==> config.mk <==
export PLATFORM = sky130hd
export DESIGN_NAME = lsu
export DESIGN_NICKNAME = d
export VERILOG_FILES = /design/src/rtl/lsu_pkg.sv /design/src/rtl/lsu_ld_align.sv /design/src/rtl/lsu.sv
export SDC_FILE = /design/constraint.sdc
export NUM_CORES = 1
export LEC_CHECK = 0
export CAP_MARGIN = 20
export CORE_MARGIN = 8
export CORE_UTILIZATION = 42
export CTS_CLUSTER_SIZE = 16
export DETAILED_ROUTE_END_ITERATION = 8
export PLACE_DENSITY = 0.79
export REMOVE_ABC_BUFFERS = 1
export SYNTH_ARGS = -nofsm -noshare
export SYNTH_HDL_FRONTEND = slang
export SYNTH_SLANG_ARGS = --single-unit
export TNS_END_PERCENT = 100
==> constraint.sdc <==
create_clock -name i_clk -period 2.35 [get_ports i_clk]
set_input_delay 0.5875 -clock i_clk [delete_from_list [all_inputs] [get_ports i_clk]]
set_output_delay 0.5875 -clock i_clk [all_outputs]
set_load 0.03 [all_outputs]
==> src/rtl/lsu_pkg.sv <==
// Shared types and helpers for the load/store unit.
// Contents: the FSM state enum, the RV32I funct3 width codes, the access
// legality check, and the store/load byte-lane helpers.
package lsu_pkg;

    typedef enum logic [1:0] {
        ST_IDLE = 2'd0,
        ST_BUS  = 2'd1,
        ST_RESP = 2'd2
    } lsu_state_e;

    localparam logic [2:0] F3_B  = 3'b000;
    localparam logic [2:0] F3_H  = 3'b001;
    localparam logic [2:0] F3_W  = 3'b010;
    localparam logic [2:0] F3_BU = 3'b100;
    localparam logic [2:0] F3_HU = 3'b101;

    // True when funct3 is supported for this direction and the address is
    // naturally aligned for the access size.
    function automatic logic access_ok(input logic we, input logic [2:0] f3,
                                       input logic [1:0] lo);
        logic ok;
        case (f3)
            F3_B:    ok = 1'b1;
            F3_BU:   ok = !we;
            F3_H:    ok = !lo[0];
            F3_HU:   ok = !we && !lo[0];
            F3_W:    ok = (lo == 2'b00);
            default: ok = 1'b0;
        endcase
        return ok;
    endfunction

    // Byte enables. Bits [1:0] of funct3 encode the size for loads and stores alike.
    function automatic logic [3:0] lane_be(input logic [2:0] f3, input logic [1:0] lo);
        logic [3:0] be;
        case (f3[1:0])
            2'b00:   be = 4'b0001 << lo;
            2'b01:   be = lo[1] ? 4'b1100 : 4'b0011;
            default: be = 4'b1111;
        endcase
        return be;
    endfunction

    // Store data replicated across all lanes so that any byte enable picks it up.
    function automatic logic [31:0] lane_wdata(input logic [2:0] f3, input logic [31:0] wd);
        logic [31:0] d;
        case (f3[1:0])
            2'b00:   d = {4{wd[7:0]}};
            2'b01:   d = {2{wd[15:0]}};
            default: d = wd;
        endcase
        return d;
    endfunction

endpackage

==> src/rtl/lsu_ld_align.sv <==
// Load lane select and extension (combinational).
// Ports:
//   funct3  - latched RV32I load width/sign code
//   addr_lo - latched byte offset within the word
//   word    - raw bus read word
//   data    - lane-selected, sign- or zero-extended load result
module lsu_ld_align
    import lsu_pkg::*;
(
    input  logic [2:0]  funct3,
    input  logic [1:0]  addr_lo,
    input  logic [31:0] word,
    output logic [31:0] data
);

    logic [7:0]  byte_v;
    logic [15:0] half_v;

    always_comb begin
        case (addr_lo)
            2'd0:    byte_v = word[7:0];
            2'd1:    byte_v = word[15:8];
            2'd2:    byte_v = word[23:16];
            default: byte_v = word[31:24];
        endcase
        half_v = addr_lo[1] ? word[31:16] : word[15:0];
        case (funct3)
            F3_B:    data = {{24{byte_v[7]}}, byte_v};
            F3_BU:   data = {24'h0, byte_v};
            F3_H:    data = {{16{half_v[15]}}, half_v};
            F3_HU:   data = {16'h0, half_v};
            default: data = word;
        endcase
    end

endmodule

==> src/rtl/lsu.sv <==
// Load/store unit for the RV32I memory stage.
// Takes one access per request, drives a word-wide bus with byte enables,
// waits for the acknowledge (or times out), then pulses o_done for one cycle.
// Ports:
//   i_clk, i_rst                   - clock, synchronous active-high reset
//   i_req/i_we/i_funct3/i_addr/i_wdata - access request from EX/MEM
//   o_busy                         - pipeline stall (combinational)
//   o_done/o_rdata/o_bad_access/o_timeout - registered completion info
//   o_bus_*/i_bus_ack/i_bus_rdata  - data bus
module lsu
    import lsu_pkg::*;
#(
    parameter int unsigned TIMEOUT_CYC = 16
) (
    input  logic        i_clk,
    input  logic        i_rst,
    input  logic        i_req,
    input  logic        i_we,
    input  logic [2:0]  i_funct3,
    input  logic [31:0] i_addr,
    input  logic [31:0] i_wdata,
    output logic        o_busy,
    output logic        o_done,
    output logic [31:0] o_rdata,
    output logic        o_bad_access,
    output logic        o_timeout,
    output logic        o_bus_req,
    output logic        o_bus_we,
    output logic [31:0] o_bus_addr,
    output logic [31:0] o_bus_wdata,
    output logic [3:0]  o_bus_be,
    input  logic        i_bus_ack,
    input  logic [31:0] i_bus_rdata
);

    localparam int unsigned CNT_W = $clog2(TIMEOUT_CYC);
    localparam logic [CNT_W-1:0] CNT_LAST = CNT_W'(TIMEOUT_CYC - 1);

    lsu_state_e       state, state_n;
    logic [CNT_W-1:0] cnt, cnt_n;
    logic             we_q, we_n;
    logic [2:0]       f3_q, f3_n;
    logic [1:0]       lo_q, lo_n;

    logic        done_n, bad_n, to_n, bus_req_n, bus_we_n;
    logic [31:0] rdata_n, bus_addr_n, bus_wdata_n, ld_data;
    logic [3:0]  bus_be_n;

    lsu_ld_align u_ld_align (
        .funct3  (f3_q),
        .addr_lo (lo_q),
        .word    (i_bus_rdata),
        .data    (ld_data)
    );

    // Stall while a request is being accepted or the bus access is outstanding.
    assign o_busy = ((state == ST_IDLE) && i_req) || (state == ST_BUS);

    // Next-state and next-output logic.
    always_comb begin
        state_n     = state;
        cnt_n       = cnt;
        we_n        = we_q;
        f3_n        = f3_q;
        lo_n        = lo_q;
        done_n      = 1'b0;
        bad_n       = 1'b0;
        to_n        = 1'b0;
        rdata_n     = o_rdata;
        bus_req_n   = o_bus_req;
        bus_we_n    = o_bus_we;
        bus_addr_n  = o_bus_addr;
        bus_wdata_n = o_bus_wdata;
        bus_be_n    = o_bus_be;

        case (state)
            ST_IDLE: begin
                if (i_req) begin
                    we_n = i_we;
                    f3_n = i_funct3;
                    lo_n = i_addr[1:0];
                    if (access_ok(i_we, i_funct3, i_addr[1:0])) begin
                        bus_req_n   = 1'b1;
                        bus_we_n    = i_we;
                        bus_addr_n  = {i_addr[31:2], 2'b00};
                        bus_wdata_n = lane_wdata(i_funct3, i_wdata);
                        bus_be_n    = lane_be(i_funct3, i_addr[1:0]);
                        cnt_n       = '0;
                        state_n     = ST_BUS;
                    end else begin
                        done_n  = 1'b1;
                        bad_n   = 1'b1;
                        state_n = ST_RESP;
                    end
                end
            end
            ST_BUS: begin
                // An ack in the final allowed cycle takes priority over the timeout.
                if (i_bus_ack) begin
                    bus_req_n = 1'b0;
                    done_n    = 1'b1;
                    state_n   = ST_RESP;
                    if (!we_q) begin
                        rdata_n = ld_data;
                    end
                end else if (cnt == CNT_LAST) begin
                    bus_req_n = 1'b0;
                    done_n    = 1'b1;
                    to_n      = 1'b1;
                    state_n   = ST_RESP;
                end else begin
                    cnt_n = cnt + CNT_W'(1);
                end
            end
            ST_RESP: begin
                state_n = ST_IDLE;
            end
            default: begin
                state_n = ST_IDLE;
            end
        endcase
    end

    // State and output registers.
    always_ff @(posedge i_clk) begin
        if (i_rst) begin
            state        <= ST_IDLE;
            cnt          <= '0;
            we_q         <= 1'b0;
            f3_q         <= 3'b000;
            lo_q         <= 2'b00;
            o_done       <= 1'b0;
            o_bad_access <= 1'b0;
            o_timeout    <= 1'b0;
            o_rdata      <= 32'h0;
            o_bus_req    <= 1'b0;
            o_bus_we     <= 1'b0;
            o_bus_addr   <= 32'h0;
            o_bus_wdata  <= 32'h0;
            o_bus_be     <= 4'h0;
        end else begin
            state        <= state_n;
            cnt          <= cnt_n;
            we_q         <= we_n;
            f3_q         <= f3_n;
            lo_q         <= lo_n;
            o_done       <= done_n;
            o_bad_access <= bad_n;
            o_timeout    <= to_n;
            o_rdata      <= rdata_n;
            o_bus_req    <= bus_req_n;
            o_bus_we     <= bus_we_n;
            o_bus_addr   <= bus_addr_n;
            o_bus_wdata  <= bus_wdata_n;
            o_bus_be     <= bus_be_n;
        end
    end

endmodule
# == Word-level counts from Yosys, hierarchy flattened ==
# Index checks and enable logic that the tools add are counted.
# op_classes
add_sub_neg,1
eq_ne,17
shifts,1
muxes,29
n_bitwise,3
n_reduce_logical,20
# ops
operator,count
one-hot mux 32 bit (4 select lines),1
one-hot mux 32 bit (2 select lines),1
one-hot mux 8 bit (3 select lines),1
two-way mux 4 bit,5
two-way mux 16 bit,1
one-hot mux 4 bit (2 select lines),2
== test 3 bit (second input constant),4
two-way mux 1 bit,10
logical NOT 2 bit,4
two-way mux 2 bit,4
== test 2 x 1 -> 1 bit (second input constant),3
== test 3 x 1 -> 1 bit (second input constant),2
logical NOT 3 bit,2
inequality test 2 bit (second input constant),3
AND reduction 3 bit,2
one-hot mux 1 bit (5 select lines),1
AND reduction 5 bit,1
adder 4 x 1 -> 4 bit (second input constant),1
== test 4 bit (second input constant),1
one-hot mux 1 bit (2 select lines),2
one-hot mux 2 bit (2 select lines),1
AND reduction 2 bit,2
AND reduction 4 bit,1
left shift 1 x 2 -> 4 bit (first input constant),1
11 further kinds,15
# word_totals
regBits,115
inputBits,104
output_inout_bits,106
word_cells,85

# == Longest topological paths before layout ==
# Gate-level depths: netlist of the first run.
# depth
ltp_word,8
ltp_mapped,7
ltp_nobuf,5

# == Cells and area by module ==
# From an unflattened synthesis of the first run, not the netlist that was laid out.
# unflattened
cells_unflattened,711
hier_area_um2,6084.6
# by_module_without_submodules
mod,n_inst,cells_each,area_each_um2,seq_area_each_um2
lsu,1,578,5114.9,2302.2
lsu_ld_align,1,133,969.7,0.0

# == Worst setup path after synthesis of the first run ==
# No wires, ideal clock.
# synth_path
path_kind,input-to-reg
startpoint,input port i_bus_rdata[31]
endpoint,register o_rdata[28]
setup_time_ns,0.136
t_arrival_ns,1.742
t_required_ns,2.214
path_slack_ns,0.472
stages,5
n_path_buf,1
cell_sequence,mux4_2 or2_1 a21oi_4 buf_6 a211oi_1
# synth_via
elab_chain_cells,2
elab_cells_between_ends,3
classes_between,mux: 3
# synth_rtl
item,line,rtl
"start, declared",lsu.sv:33,input logic [31:0] i_bus_rdata
one-hot mux 8 bit (3 select lines) / two-way mux 16 bit (equally long branches),"lsu_ld_align.sv:20, lsu_ld_align.sv:26",
one-hot mux 32 bit (4 select lines) (*),lsu_ld_align.sv:27,case (funct3)
"end signal, assigned",lsu.sv:150,o_rdata <= rdata_n;
"end, declared",lsu.sv:24,"output logic [31:0] o_rdata,"
# Mark *: on every way between the ends. The rest lies on a longest branch, timed or not.
# A chain may end at the register's enable or synchronous reset.

# == Worst setup path after layout of the first run ==
# layout_path
startpoint,input port i_req
endpoint,output port o_busy
# layout_via
elab_chain_cells,2
# layout_rtl
item,line,rtl
"start, declared",lsu.sv:17,"input logic i_req,"
logical AND 1 bit,lsu.sv:57,assign o_busy = ((state == ST_IDLE) && i_req) || (state == ST_BUS);
logical OR 1 bit,lsu.sv:57,
"end, declared",lsu.sv:22,"output logic o_busy,"
# Every way passes these cells.

==> results.yml, run 1 <==
cells_and_area:
  area.sequential_mm2: 0.00230
  layout-drive-gt1-share_pct: 10.3
  nets: 926
  area_growth_pct: 57.8
  antenna_cells: 0
  final.fill_count: 928
  multi_input_area_mm2: 0.00249
synthesis:
  synth_adder_area_share_pct: 0.248
  ys_async_sr_fraction_pct: 0
  yosysMostFrequentCell: "nand2_1"
  yosys.area.top_type_share_pct: 45.6
  synth_common_cells: "nand2_1 (135), dfxtp_1 (115), nor2_1 (69), a21oi_1 (61), a211oi_1 (34)"
  yosys-top-cells-area: "dfxtp_1 (46%), nand2_1 (10%), a21oi_1 (6.1%)"
  synth_area_leader_cell: "dfxtp_1"
  syn-cell-area_mm2: 0.00504
  synthMuxAreaShare_pct: 5.98
  syn_area_per_cell_um2: 8.20
  synthSimpleGateAreaFrac_pct: 21.2
  synth_top_family_by_area: "compound AO/OA/AOI/OAI gates"
  ys_seq_area_share_pct: 45.6
  synth_compound_area_share_pct: 21.4
  synthXorXnorAreaFrac_pct: 0
  synth_edf_count: 0
  synthDistinctLibCells: 49
  yosys_warnings: 0
  ys_ff_latch: 115
  syn_inst: 615
  ys.flop_type: "dfxtp_1"
global_route:
  grt_util_met1_pct: 23.4
  grt_pass1_wl_mm: 28.8
  gr-usage-met2_pct: 40.8
  grt_most_used_layer: "met2"
  grt_pass1_vias: 5496
  track_usage_pct: 22.7
  grt_max_degree: 111
  grt_use_met3_pct: 6.42
  grt_overflow: 0
  antenna_found_initial: 0
power_and_ir_drop:
  power_density_mw_per_mm2: 720
  power_w: 0.00573
  vdd_drop_max_uv: 393
  leakage_nw: 2.81
critical_path:
  endpoint_kind: "primary output"
  cp.arrival_ps: 1510
  start_kind: "primary input"
  cp_max_fo: 4
  r2r_cells: 5
  crit_required_ps: 1760
  critical_path_class: "primary input to primary output"
sta:
  layout_min_cycle_time_ps: 2090
  fin_setup_tns_ps: 0
  worst_pin_slew_ps: 663
  whs_ps: 452
  timing.fmax_ghz: 0.478
  slew_headroom_pct: 55.5
  finalClockSkew_ps: 11.0
  drv_slew: 0
  post-route-period-util_pct: 89.0
  hold_viol_final: 0
  rsz0062_at_grt: "no"
  setup_viol: 0
floorplanning:
  coreArea_mm2: 0.0119
  rows: 40
  die_w_um: 126
  fp.dieArea_mm2: 0.0158
  pin_count: 210
  start_util_pct: 42.5
  die_h_um: 126
drt:
  drt-pass1-iter-count: 5
  drc_errors: 0
  drt_iter0_drc: 348
  wl_per_cell_um: 18.6
  viasPerCell: 5.50
  ant_nets: 0
  wl_mm: 18.2
  vias: 5390
placed_design:
  place_congestion: 0.833
  portBuffers: 207
  dpl.hpwl_mm: 13.0
clock_network:
  cts_max_level: 4
  cts.path.max_buffers: 2
  cts_tree: "yes"
  numCtsBuffers: 17
  cts_post_setup_buffers_inserted: 0
  postCtsHoldBufs: 0
  clk_pin_slew_ps: 50
  clkLatencyLatePin_ps: 410
  cts.sinks: 115
  cts_root_buffer: "clkbuf_16"
  cts_resized: 0
job:
  cap_viol_max_count: 0
hold_path:
  worstHoldPathType: "register to register"
  hold_depth: 2
outcome:
  status: "complete, no violations"
metal layers:
metal | share of wire, % | wire length [um]
met5 | 0 | 0
met4 | 4.0 | 721
met2 | 53 | 9630
met3 | 6.2 | 1140
met1 | 37 | 6740
worst paths after layout:
check,startpoint,end,slack [ps]
min,o_bus_addr[23],o_bus_addr[23],450
max reg2reg,state[1],o_bus_be[1],600
min reg2reg,o_bus_addr[23],o_bus_addr[23],450
max,i_req,o_busy,260
state kept, by name (all words and copies together) (netlist names):
register,cells
cnt,4
f3_q,3
lo_q,2
o_bad_access,1
o_bus_addr,30
o_bus_be,4
o_bus_req,1
o_bus_wdata,32
o_bus_we,1
o_done,1
o_rdata,32
o_timeout,1
state,2
we_q,1
report_power, final:
part / switching, W / leakage [nW] / internal [W]
registers: 0.0000579 / 0.935 / 0.00204
logic: 0.000547 / 1.58 / 0.000460
clock network: 0.000881 / 0.292 / 0.00174
total: 0.00149 / 2.81 / 0.00424
stage by stage:
step                      instances  cell area [um^2]  setup WS [ps]  util [%]
after floorplan                 564              4800          -1120         -
after CTS                       980              7960            253      67.1
after global placement          949              7360           31.2      62.0
final                           980              7960            257      67.1
after detailed placement        949              7360          -24.0      62.0
after global routing            980              7960            209      67.1
worst max-delay path, cell delays in order:
cell and delay, ps:
clkdlybuf4s50_1 480, buf_4 130, nor2_1 40, nor2_1 90, buf_4 170
cell families after synthesis:
kind of cell	count (synthesis)
other	1
muxes	28
adders and majority gates	1
and+or+nand+nor	249
buffers and inverters	58
AOI/OAI and AO/OA	163
DFF	115
layout make-up:
type	count	area share, %
Clock inverter	9	1.62
Multi-Input combinational cell	443	31.3
Clock buffer	22	5.96
Inverter	6	0.283
Sequential cell	115	28.9
Timing Repair Buffer	238	29.7
Tap cell	147	2.31
layout by cell type, fill, tap and decap left out, types with 4 or more instances in the layout:
cell type	count
a211oi_1	34
a211oi_2	7
a21oi_1	61
a311oi_1	10
a31oi_1	4
buf_12	5
buf_4	28
clkbuf_16	17
clkdlybuf4s50_1	205
dfxtp_1	115
inv_1	5
mux2_2	6
mux2i_1	20
nand2_1	135
nand2b_1	4
nor2_1	69
nor3_1	7
o211ai_1	8
o21ai_0	24
or3_1	13
No activity file was read; power rests on OpenSTA's default activity.
==> inputs of run 2 (changes only) <==
--- a/config.mk
+++ b/config.mk
@@ -6,8 +6,9 @@
 export NUM_CORES = 1
 export LEC_CHECK = 0
 export CAP_MARGIN = 20
-export CORE_MARGIN = 8
+export CORE_MARGIN = 3
 export CORE_UTILIZATION = 42
+export CTS_CLUSTER_DIAMETER = 50
 export CTS_CLUSTER_SIZE = 16
 export DETAILED_ROUTE_END_ITERATION = 8
 export PLACE_DENSITY = 0.79
==> results.yml, run 2 (synthesized netlist as in run 1, its figures left out) <==
clock_network:
  clkLatencyLatePin_ps: 420
  cts.path.max_buffers: 2
  cts_resized: 0
  cts_post_setup_buffers_inserted: 0
  postCtsHoldBufs: 0
  cts_tree: "yes"
  cts.sinks: 115
  cts_max_level: 4
  clk_pin_slew_ps: 50
  numCtsBuffers: 17
  cts_root_buffer: "clkbuf_16"
sta:
  hold_viol_final: 0
  rsz0062_at_grt: "no"
  worst_pin_slew_ps: 757
  post-route-period-util_pct: 89.2
  whs_ps: 452
  finalClockSkew_ps: 9.31
  layout_min_cycle_time_ps: 2100
  drv_slew: 0
  setup_viol: 0
  slew_headroom_pct: 49.2
  timing.fmax_ghz: 0.477
  setup_ws_ps: 254
floorplanning:
  pin_count: 210
  coreArea_mm2: 0.0116
  fp.dieArea_mm2: 0.0134
  die_w_um: 116
  die_h_um: 116
  rows: 39
  start_util_pct: 43.6
power_and_ir_drop:
  vdd_drop_max_uv: 570
  clkPwrFrac_pct: 47.3
  pwr-share-comb_pct: 17.0
  internal_power_w: 0.00442
  power_density_mw_per_mm2: 734
  switching_share_pct: 24.9
  p_sw_w: 0.00147
  p_seq_share_pct: 35.7
  leakage_nw: 2.85
  power_w: 0.00589
critical_path:
  cp.arrival_ps: 1510
  r2r-end: "o_rdata[1]"
  r2r_cells: 4
  regToRegStartpoint: "lo_q[1]"
  crit_required_ps: 1760
  critical_path_class: "primary input to primary output"
  r2r_setup_slack_ps: 620
  endpoint_kind: "primary output"
  start_kind: "primary input"
  cp_max_fo: 4
hold_path:
  worstHoldEndpoint: "o_bus_addr[25]"
  worstHoldPathType: "register to register"
  hold_depth: 2
  hp-start: "o_bus_addr[25]"
drt:
  drc_errors: 0
  drt_iter0_drc: 331
  ant_nets: 0
  wl_mm: 16.9
  drt-pass1-iter-count: 5
  viasPerCell: 5.45
  vias: 5328
  wl_per_cell_um: 17.3
cells_and_area:
  layout_commonest_cell: "clkdlybuf4s50_1"
  area_growth_pct: 59.2
  nets: 927
  postLayoutCellArea_mm2: 0.00803
  top_regs: "o_bus_wdata: 32 flops, o_rdata: 32 flops, o_bus_addr: 30 flops"
  antenna_cells: 0
  layout-drive-gt1-share_pct: 10.4
  layout_common_cells: "clkdlybuf4s50_1 (205), nand2_1 (135), dfxtp_1 (115)"
outcome:
  status: "complete, no violations"
placed_design:
  dpl.hpwl_mm: 12.0
  place_area_mm2: 0.00738
  post-place-ws_ps: -5.91
  portBuffers: 207
  place_congestion: 0.852
global_route:
  track_usage_pct: 24.6
  grt_max_degree: 70
  grt_overflow: 0
  antenna_found_initial: 0
  grt_pass1_vias: 5059
  grt_pass1_wl_mm: 25.7
job:
  cap_viol_max_count: 0
[run 2: final cells by class]
type                            count  area (um^2)
Clock inverter                      8          146
Clock buffer                       24          502
Timing Repair Buffer              239         2390
Sequential cell                   115         2300
Inverter                            6         22.5
Tap cell                          143          179
Multi-Input combinational cell    443         2480
Fill cell                         856         3530
[run 2: power by group through the flow]
stage                     Clock, W  Combinational, W  Sequential [W]
final                      0.00278           0.00100         0.00210
after global routing       0.00291           0.00107         0.00211
after CTS                  0.00282           0.00100         0.00210
after detailed placement         0          0.000993         0.00214
after global placement           0          0.000974         0.00214
after floorplan                  0          0.000278         0.00230
[run 2: layer usage]
metal | up-vias | GRT usage (%) | part of all wire (%)
met5 | - | 0 | 0
met4 | 0 | 12.6 | 3.6
met3 | 43 | 4.75 | 5.3
met2 | 215 | 42.4 | 52
met1 | 2515 | 29.0 | 39
li1 | 2555 | - | -
[run 2: worst max path at each step]
stage,slack [ps],from,depth (start not counted),endpoint
global route,200,i_req,5,o_busy
CTS,250,i_req,5,o_busy
finish,250,i_req,5,o_busy
detailed placement,-6,i_funct3[0],7,o_bus_addr[16]
global placement,30,i_bus_rdata[7],6,o_rdata[21]
floorplan,-1120,i_req,4,o_bus_wdata[24]
[run 2: through the flow]
| stage | setup TNS, ps | instances | utilization (%) |
|---|---|---|---|
| 3_5_place_dp | -15.8 | 946 | 63.8 |
| 3_3_place_gp | 0 | 946 | 63.8 |
| 5_1_grt | 0 | 978 | 69.4 |
| 6_report | 0 | 978 | 69.4 |
| 4_1_cts | 0 | 978 | 69.4 |
| 2_1_floorplan | -70130 | 564 | - |
[run 2: worst max-delay path, stage by stage]
cell             delay, ps
clkdlybuf4s50_1        490
buf_4                  130
nor2_1                  40
nor2_1                  90
buf_4                  170
